==> src/rtl/uart_rx_cfg.sv <==
`default_nettype none
// uart_rx_cfg: configurable UART receiver with 16x oversampling, majority-vote sampling,
// parity/stop checking, glitch and break detection, and a first-word-fall-through receive FIFO.
module uart_rx_cfg #(
  parameter int CLK_FREQ   = 50_000_000,
  parameter int BAUD_RATE  = 115200,
  parameter int OVERSAMPLE = 16,
  parameter int DATA_BITS  = 8,
  parameter int PARITY     = 0,
  parameter int STOP_BITS  = 1,
  parameter int FIFO_DEPTH = 16
) (
  input  logic                            clk,
  input  logic                            rst_,
  input  logic                            rx_serial,
  output logic [7:0]                      rx_data,
  output logic                            rx_frame_err,
  output logic                            rx_parity_err,
  output logic                            rx_valid,
  input  logic                            rx_ready,
  output logic                            rx_overrun,
  input  logic                            clear_overrun,
  output logic                            rx_break,
  output logic [$clog2(FIFO_DEPTH+1)-1:0] fifo_count
);

  localparam int TICK_RAW = CLK_FREQ / (BAUD_RATE * OVERSAMPLE);
  localparam int TICK_DIV = (TICK_RAW < 1) ? 1 : TICK_RAW;
  localparam int TW       = (TICK_DIV > 1) ? $clog2(TICK_DIV) : 1;
  localparam int PW       = $clog2(FIFO_DEPTH);
  localparam int CW       = $clog2(FIFO_DEPTH + 1);
  localparam logic [2:0] LAST_BIT  = 3'(DATA_BITS - 1);
  localparam logic       LAST_STOP = 1'(STOP_BITS - 1);

  typedef enum logic [2:0] {
    S_IDLE  = 3'd0,
    S_START = 3'd1,
    S_DATA  = 3'd2,
    S_PAR   = 3'd3,
    S_STOP  = 3'd4,
    S_WAIT  = 3'd5
  } state_e;

  logic          sync1_q, sync2_q, prev_q;
  logic [TW-1:0] tick_cnt_q;
  logic          tick, start_edge, mid, last, maj, perr, brk_cond;
  state_e        state_q;
  logic [3:0]    samp_q;
  logic          s0_q, s1_q;
  logic [2:0]    bit_idx_q;
  logic          stop_idx_q;
  logic [7:0]    shreg_q;
  logic          par_q, ferr_q;
  logic          push_q, brk_q;
  logic [9:0]    push_word_q;

  always_ff @(posedge clk or negedge rst_) begin
    if (!rst_) begin
      sync1_q <= 1'b1;
      sync2_q <= 1'b1;
      prev_q  <= 1'b1;
    end else begin
      sync1_q <= rx_serial;
      sync2_q <= sync1_q;
      prev_q  <= sync2_q;
    end
  end

  assign start_edge = (state_q == S_IDLE) && prev_q && !sync2_q;
  assign tick       = (tick_cnt_q == TW'(TICK_DIV - 1));

  // Restarting the divider on the start edge aligns the sample points to the bit centre.
  always_ff @(posedge clk or negedge rst_) begin
    if (!rst_) begin
      tick_cnt_q <= '0;
    end else if (start_edge || tick) begin
      tick_cnt_q <= '0;
    end else begin
      tick_cnt_q <= tick_cnt_q + TW'(1);
    end
  end

  assign mid  = tick && (samp_q == 4'd9);
  assign last = tick && (samp_q == 4'd15);
  assign maj  = (s0_q & s1_q) | (s0_q & sync2_q) | (s1_q & sync2_q);

  always_comb begin
    perr = 1'b0;
    if (PARITY == 1) begin
      perr = ~(^shreg_q ^ par_q);
    end else if (PARITY == 2) begin
      perr = ^shreg_q ^ par_q;
    end
  end

  assign brk_cond = (shreg_q == 8'd0) && ((PARITY == 0) || !par_q) && !maj;

  always_ff @(posedge clk or negedge rst_) begin
    if (!rst_) begin
      state_q     <= S_IDLE;
      samp_q      <= 4'd0;
      s0_q        <= 1'b1;
      s1_q        <= 1'b1;
      bit_idx_q   <= 3'd0;
      stop_idx_q  <= 1'b0;
      shreg_q     <= 8'd0;
      par_q       <= 1'b0;
      ferr_q      <= 1'b0;
      push_q      <= 1'b0;
      push_word_q <= 10'd0;
      brk_q       <= 1'b0;
    end else begin
      push_q <= 1'b0;
      brk_q  <= 1'b0;
      if (tick && (state_q != S_IDLE) && (state_q != S_WAIT)) begin
        samp_q <= samp_q + 4'd1;
        if (samp_q == 4'd7) s0_q <= sync2_q;
        if (samp_q == 4'd8) s1_q <= sync2_q;
      end
      case (state_q)
        S_IDLE: begin
          if (start_edge) begin
            state_q    <= S_START;
            samp_q     <= 4'd0;
            bit_idx_q  <= 3'd0;
            stop_idx_q <= 1'b0;
            shreg_q    <= 8'd0;
            par_q      <= 1'b0;
            ferr_q     <= 1'b0;
          end
        end
        S_START: begin
          if (mid && maj) begin
            state_q <= S_IDLE;
          end else if (last) begin
            state_q <= S_DATA;
          end
        end
        S_DATA: begin
          if (mid) shreg_q[bit_idx_q] <= maj;
          if (last) begin
            if (bit_idx_q == LAST_BIT) begin
              state_q <= (PARITY != 0) ? S_PAR : S_STOP;
            end else begin
              bit_idx_q <= bit_idx_q + 3'd1;
            end
          end
        end
        S_PAR: begin
          if (mid) par_q <= maj;
          if (last) state_q <= S_STOP;
        end
        S_STOP: begin
          // The frame completes at the last stop bit's decision so a back-to-back start is caught.
          if (mid) begin
            if (!stop_idx_q && brk_cond) begin
              brk_q   <= 1'b1;
              state_q <= S_WAIT;
            end else if (stop_idx_q == LAST_STOP) begin
              push_q      <= 1'b1;
              push_word_q <= {perr, ferr_q | ~maj, shreg_q};
              state_q     <= S_IDLE;
            end else begin
              ferr_q <= ferr_q | ~maj;
            end
          end
          if (last) stop_idx_q <= 1'b1;
        end
        S_WAIT: begin
          if (sync2_q) state_q <= S_IDLE;
        end
        default: state_q <= S_IDLE;
      endcase
    end
  end

  logic [9:0]    mem_q [FIFO_DEPTH];
  logic [PW-1:0] wr_ptr_q, rd_ptr_q;
  logic [CW-1:0] count_q, count_d;
  logic          ovr_q, full, pop, push_ok;
  logic [9:0]    head;

  assign full    = (count_q == CW'(FIFO_DEPTH));
  assign pop     = rx_valid && rx_ready;
  assign push_ok = push_q && (!full || pop);

  always_ff @(posedge clk) begin
    if (push_ok) mem_q[wr_ptr_q] <= push_word_q;
  end

  always_comb begin
    count_d = count_q;
    if (push_ok && !pop) begin
      count_d = count_q + CW'(1);
    end else if (!push_ok && pop) begin
      count_d = count_q - CW'(1);
    end
  end

  always_ff @(posedge clk or negedge rst_) begin
    if (!rst_) begin
      wr_ptr_q <= '0;
      rd_ptr_q <= '0;
      count_q  <= '0;
      ovr_q    <= 1'b0;
    end else begin
      if (push_ok) wr_ptr_q <= wr_ptr_q + PW'(1);
      if (pop)     rd_ptr_q <= rd_ptr_q + PW'(1);
      count_q <= count_d;
      if (push_q && full && !pop) begin
        ovr_q <= 1'b1;
      end else if (clear_overrun) begin
        ovr_q <= 1'b0;
      end
    end
  end

  assign head          = mem_q[rd_ptr_q];
  assign rx_valid      = (count_q != '0);
  assign rx_data       = rx_valid ? head[7:0] : 8'd0;
  assign rx_frame_err  = rx_valid & head[8];
  assign rx_parity_err = rx_valid & head[9];
  assign rx_overrun    = ovr_q;
  assign rx_break      = brk_q;
  assign fifo_count    = count_q;

endmodule
`default_nettype wire

==> config.mk <==
export PLATFORM = sky130hd
export DESIGN_NAME = uart_rx_cfg
export DESIGN_NICKNAME = d
export VERILOG_FILES = /design/src/rtl/uart_rx_cfg.sv
export SDC_FILE = /design/constraint.sdc
export NUM_CORES = 1
export LEC_CHECK = 0
export BUFFER_PORTS_ARGS = -buffer_cell sky130_fd_sc_hd__buf_2
export CORE_MARGIN = 2
export CORE_UTILIZATION = 50
export DETAILED_ROUTE_END_ITERATION = 16
export GPL_TIMING_DRIVEN = 0
export PLACE_DENSITY = 0.63
export REMOVE_ABC_BUFFERS = 1
export SLEW_MARGIN = 20
export SYNTH_ARGS = -nofsm -noshare
export SYNTH_HDL_FRONTEND = slang
export SYNTH_SLANG_ARGS = --single-unit
export TNS_END_PERCENT = 5
==> constraint.sdc <==
create_clock -name clk -period 3.6 [get_ports clk]
set_input_delay 0.36 -clock clk [delete_from_list [all_inputs] [get_ports clk]]
set_output_delay 0.36 -clock clk [all_outputs]
set_load 0.02 [all_outputs]
# Yosys cells after proc, flatten, opt, wreduce, memory -nomap -nowiden

Memories as Yosys holds them, arrays and structs flattened.
Cells that the tools add are included.

Add/subtract/negate cells: 7
$mul: 0
Div/mod/pow operators: 0
Magnitude comparators: 2
Eq/ne operators: 26
Shifts and indexed selects: 0
Mux-type cells: 46
Bitwise gates (word level): 11
Reductions and logical operators: 40

Operator list:

| kind                                                | number |
|---|---|
| 2-to-1 mux 3 bit                                    | 13 |
| 2-to-1 mux 8 bit                                    | 3 |
| inequality test 2 bit, second input constant        | 11 |
| case mux 3 bit (6 select lines)                     | 1 |
| 2-to-1 mux 1 bit                                    | 17 |
| logical AND 1 bit                                   | 16 |
| case mux 8 bit (2 select lines)                     | 1 |
| 2-to-1 mux 5 bit                                    | 3 |
| adder 4 x 1 -> 4 bit, second input constant         | 3 |
| equality test 4 bit, second input constant          | 3 |
| 2-to-1 mux 4 bit                                    | 3 |
| adder 5 x 1 -> 5 bit, second input constant         | 2 |
| equality test 5 bit, second input constant          | 2 |
| equality test 3 bit, second input constant          | 3 |
| inequality test 3 bit, second input constant        | 3 |
| bitwise mux 8 bit                                   | 1 |
| logical NOT 8 bit                                   | 1 |
| AND reduction 4 bit                                 | 2 |
| AND reduction 8 bit                                 | 1 |
| nonzero test 2 bit                                  | 4 |
| equality test 3 x 2 -> 1 bit, second input constant | 2 |
| logical NOT 1 bit                                   | 6 |
| case mux 3 bit (2 select lines)                     | 1 |
| AND reduction 3 bit                                 | 2 |
| other kinds (18)                                    | 28 |

Register bits: 55
Latch bits: 0
Memory bits (writable): 144
Memory bits (read-only): 0
Bits of input ports: 5
Logic and storage cells: 152
Memories kept: 1

Memory list:

| memory | depth | width | rd ports | clocked after Yosys merged registers in | wr ports | RTL line | source |
|---|---|---|---|---|---|---|---|
| mem_q  | 16    | 9     | 1        | 0                                       | 1        | 177      | `logic [9:0] mem_q [FIFO_DEPTH];` |

# Longest topological paths before layout

Depth in word-level cells: 9
Depth in mapped cells: 12

# Least setup slack after synthesis

OpenSTA, ideal clock, no wires.

Path kind: register -> register
From: reg count_q[3], in the netlist fifo_count[3]
To: reg count_q[4], in the netlist fifo_count[4]
Data arrival time: 2.592 ns
Path slack: 0.876 ns
Cell stages (with the launch flop): 12
Buffers on the path: 0
Cells stage by stage: dfrtp_1 nor4_1 nand2b_1 nand2_1 ha_1 inv_1 fa_1 a21o_1 a21oi_1 xnor2_1 nor2_1 xor2_1

Cells in the longest elaborated chain, start to end: 7
Elaborated cells on any way between the ends: 15
Those cells by class: 2 x add/sub; 1 x eq/ne; 2 x mux; 10 x reduce/logical

Ends and longest elaborated chain:

| element                      | RTL line | source |
|---|---|---|
| start, declared              | 179      | `logic [CW-1:0] count_q, count_d;` |
| start signal, assigned       | 209      | `count_q <= count_d;` |
| nonzero test 5 bit (*)       | 219      | `assign rx_valid = (count_q != '0);` |
| named net rx_valid           | 19       | `output logic rx_valid,` |
| logical AND 1 bit (*)        | 184      | `assign pop = rx_valid && rx_ready;` |
| logical OR 1 bit             | 185      | `assign push_ok = push_q && (!full \|\| pop);` |
| logical AND 1 bit            | 185      |  |
| logical NOT 1 bit            | 195      | `end else if (!push_ok && pop) begin` |
| logical AND 1 bit            | 195      |  |
| nonzero test 2 bit (no line) | n/a      |  |

Mark *: on every way through the listed nets, which the timed path passes. The rest lies on a longest branch. The select of a mux whose other input is x is not followed.
A chain may end at the register's enable or synchronous reset.

# Worst setup path after layout

From: reg rd_ptr_q[0]
To: out rx_frame_err

Cells in the longest elaborated chain, start to end: 2

Ends and longest elaborated chain:

| element                | RTL line | source |
|---|---|---|
| start, declared        | 178      | `logic [PW-1:0] wr_ptr_q, rd_ptr_q;` |
| start signal, assigned | 208      | `if (pop) rd_ptr_q <= rd_ptr_q + PW'(1);` |
| memory (16 x 9 bit)    | n/a      |  |
| bitwise AND 1 bit      | 221      | `assign rx_frame_err = rx_valid & head[8];` |
| end, declared          | 17       | `output logic rx_frame_err,` |

No other way between the ends.

==> flow_summary_export.csv <==
group,metric,value,unit
global_route,antenna_found_initial,0,
logic_synthesis,ys_ff_latch,199,
finish,diodes,0,
clock_tree,cts-root-buf,"clkbuf_16",
logic_synthesis,yosysWarnings,0,
finish,regArea,5710,um2
logic_synthesis,synth-edff-count,144,
finish,final_nets,551,
global_route,grt_max_degree,56,
finish,fillers,1316,
sta,max_slew_margin,25.4,%
floorplanning,die_h,133,um
logic_synthesis,yosysUniqueCellTypes,52,
floorplanning,row_count,47,
clock_tree,clkTransAtPathRegs,0.07,ns
floorplanning,die_area,17700,um2
power,peakVddDrop,0.000377,V
critical_path,cp_max_fo,24,
finish,area_growth,11.7,%
finish,drive_gt1_share,24.4,%
job,drv_cap,0,
run_status,outcome,"completed",
route,post_drt_wl_per_cell,20.0,um
critical_path,worstSetupPathType,"flip-flop to output pin",
route,vias,4368,
global_route,grt_pass1_wl,24300,um
route,drtIter0Drc,259,
sta,rsz0062_at_grt,"no",
placed_design,io_buffers,21,
sta,min_period,2.82,ns
logic_synthesis,synthesis.area,8350,um2
critical_path,cp-start-kind,"flip-flop",
sta,fmax,355,MHz
logic_synthesis,postSynth.asyncResetShare,27.6,%
route,totalWireLength,15200,um
global_route,grt-ovfl-total,0,
clock_tree,cts_max_level,4,
floorplanning,die_w,133,um
logic_synthesis,yosysSeqAreaShare,68.4,%
floorplanning,ios,23,
clock_tree,ctsResizeCount,0,
placed_design,dp_cells,729,
critical_path,cp.required,3.24,ns
placed_design,routabilityCongestion,0.779,
clock_tree,cts_max_path_buffers,2,
finish,fin_util,56.6,%
sta,worst_slew_pin_slew,1.11,ns
clock_tree,cts_buffers,17,
sta,setup_viol,0,
global_route,grt_use_total,18.3,%
sta,min_period_over_period,78.3,%
worst_hold_path,hold_path_class,"input pin to flip-flop",
sta,hold_viol_final,0,
finish,stdcell_count,761,
floorplanning,start_util,50.7,%
route,post-route-drc-count,0,
floorplanning,core-area,16500,um2
global_route,grt_pass1_vias,4469,
power,power_density,489,nW/um2
sta,clock_skew,0.00842,ns
clock_tree,clock-sinks,199,
logic_synthesis,avgSynthCellArea,16.5,um2
route,postRouteAntennaNets,0,
route,dr.pass1.iters,6,
critical_path,cp-end-kind,"output pin",
logic_synthesis,synth_ff_type,"edfxtp_1",
placed_design,dpl.hpwl,9750,um
power,p_leak,3.65,nW
clock_tree,cts_tree,"done",
sta,maxSlewViolCount,0,
logic_synthesis,syn_inst,505,
route,via_per_inst,5.74,
critical_path,arrival,2.46,ns
clock_tree,clock_latency,0.43,ns
finish,multi_input_area,2520,um2
[cell usage after synthesis, types with 10 or more instances]
cell | instances | share of area, %
o21ai_0 | 21 | 1.3
inv_1 | 11 | 0.49
mux4_2 | 36 | 9.7
xnor2_1 | 10 | 1.0
nor2_1 | 33 | 1.5
edfxtp_1 | 144 | 52
nand3_1 | 10 | 0.60
dfrtp_1 | 50 | 15
nand2_1 | 24 | 1.1
mux2i_1 | 18 | 2.2
ha_1 | 16 | 2.4
o22ai_1 | 10 | 0.75
[layout make-up]
| class | instances | area share [%] |
|---|---|---|
| clock inverter | 13 | 1.69 |
| inverter | 11 | 0.443 |
| clock buffer | 18 | 4.60 |
| sequential | 199 | 61.3 |
| tap | 220 | 2.95 |
| timing repair buffer | 28 | 2.01 |
| multi-input combinational | 272 | 27.0 |
[what timing repair did]
action                    in CTS  in global routing
hold buffers                   1                  0
hold endpoints to repair       4                  0
setup buffers                  0                  0
[cells in the final DEF (no fill, tap or decap), drive strengths merged, types with 3 or more instances in the layout]
cell type | Yosys | layout
clkinvlp | 0 | 5
nand2b | 9 | 9
dfrtp | 50 | 50
xnor2 | 10 | 10
dfstp | 5 | 5
clkbuf | 7 | 18
a31oi | 8 | 8
or2 | 4 | 4
clkinv | 0 | 5
nand3 | 10 | 10
nor3 | 9 | 9
o21ai | 21 | 21
nor2 | 35 | 35
xor2 | 8 | 8
a21oi | 9 | 9
buf | 16 | 27
mux4 | 36 | 36
mux2 | 13 | 13
edfxtp | 144 | 144
mux2i | 18 | 18
ha | 16 | 16
nand2 | 24 | 24
inv | 11 | 11
o22ai | 10 | 10
nand4b | 4 | 4
bufinv | 0 | 3
[cell families (layout without fill, tap and decap cells)]
group	after synthesis	count (layout)	share of synthesized area [%]
buffers and inverters	34	70	1.81
AO/OA/AOI/OAI	60	60	4.30
AND/OR/NAND/NOR	108	108	6.85
XOR/XNOR	18	18	1.89
adder cells (fa/ha/maj)	18	18	2.76
flip-flops	199	199	68.4
multiplexers	67	67	14.0
other	1	1	0.0449
[flip-flops by register name, indices dropped and copies added, names as in the netlist, 3 cells and up]
name and flops:
bit_idx_q 3, fifo_count 5, mem_q 144, push_word_q 9
rd_ptr_q 4, samp_q 4, shreg_q 8, state_q 3
tick_cnt_q 5, wr_ptr_q 4
[through the flow]
step                      hold slack (ns)  cell area (um2)  setup WS (ns)  TNS [ns]  total power [W]
after floorplan                    0.0644             8240          0.689         0          0.00268
after global placement              0.347             8620         -0.241     -1.53          0.00272
after detailed placement            0.349             8720          0.850         0          0.00273
after CTS                          0.0104             9310          0.695         0          0.00460
after global routing               0.0138             9320          0.507         0          0.00470
final                              0.0316             9320          0.781         0          0.00456
[per-layer routing]
metal  GRT usage, %  vias to the layer above  share of wire (%)  routed length (um)
met2           30.5                       86                 51                7710
met1           24.9                     2270                 45                6840
met4           5.85                        0                1.5                 236
met3           3.46                       21                3.0                 450
li1               -                     1991                  -                   -
met5              0                        -                  0                   0
[report_power, final]
group          internal [W]  leakage, nW  switching [W]
Combinational     0.0000731        0.976      0.0000900
Clock               0.00108        0.269       0.000797
Sequential          0.00247         2.40      0.0000497
Total               0.00363         3.65       0.000937
[worst max-delay path, cell delays in order (launching register included)]
cell and delay, ns:
dfrtp_4 0.64, buf_12 0.28, mux4_2 0.52, mux2i_1 0.22, o22ai_1 0.16, buf_2 0.21
[path summary, 6_finish.rpt]
check                              start       endpoint  slack, ns  depth (start not counted)
setup / recovery             rd_ptr_q[0]   rx_frame_err       0.78                          5
min in group asynchronous           rst_     stop_idx_q       0.52                          2
hold reg to reg                  sync1_q        sync2_q       0.36                          0
max in group asynchronous           rst_    rd_ptr_q[0]       2.55                          2
hold / removal                 rx_serial        sync1_q       0.03                          1
setup reg to reg           fifo_count[3]  fifo_count[4]       0.84                         11
Power figures use the tool's default switching activity.
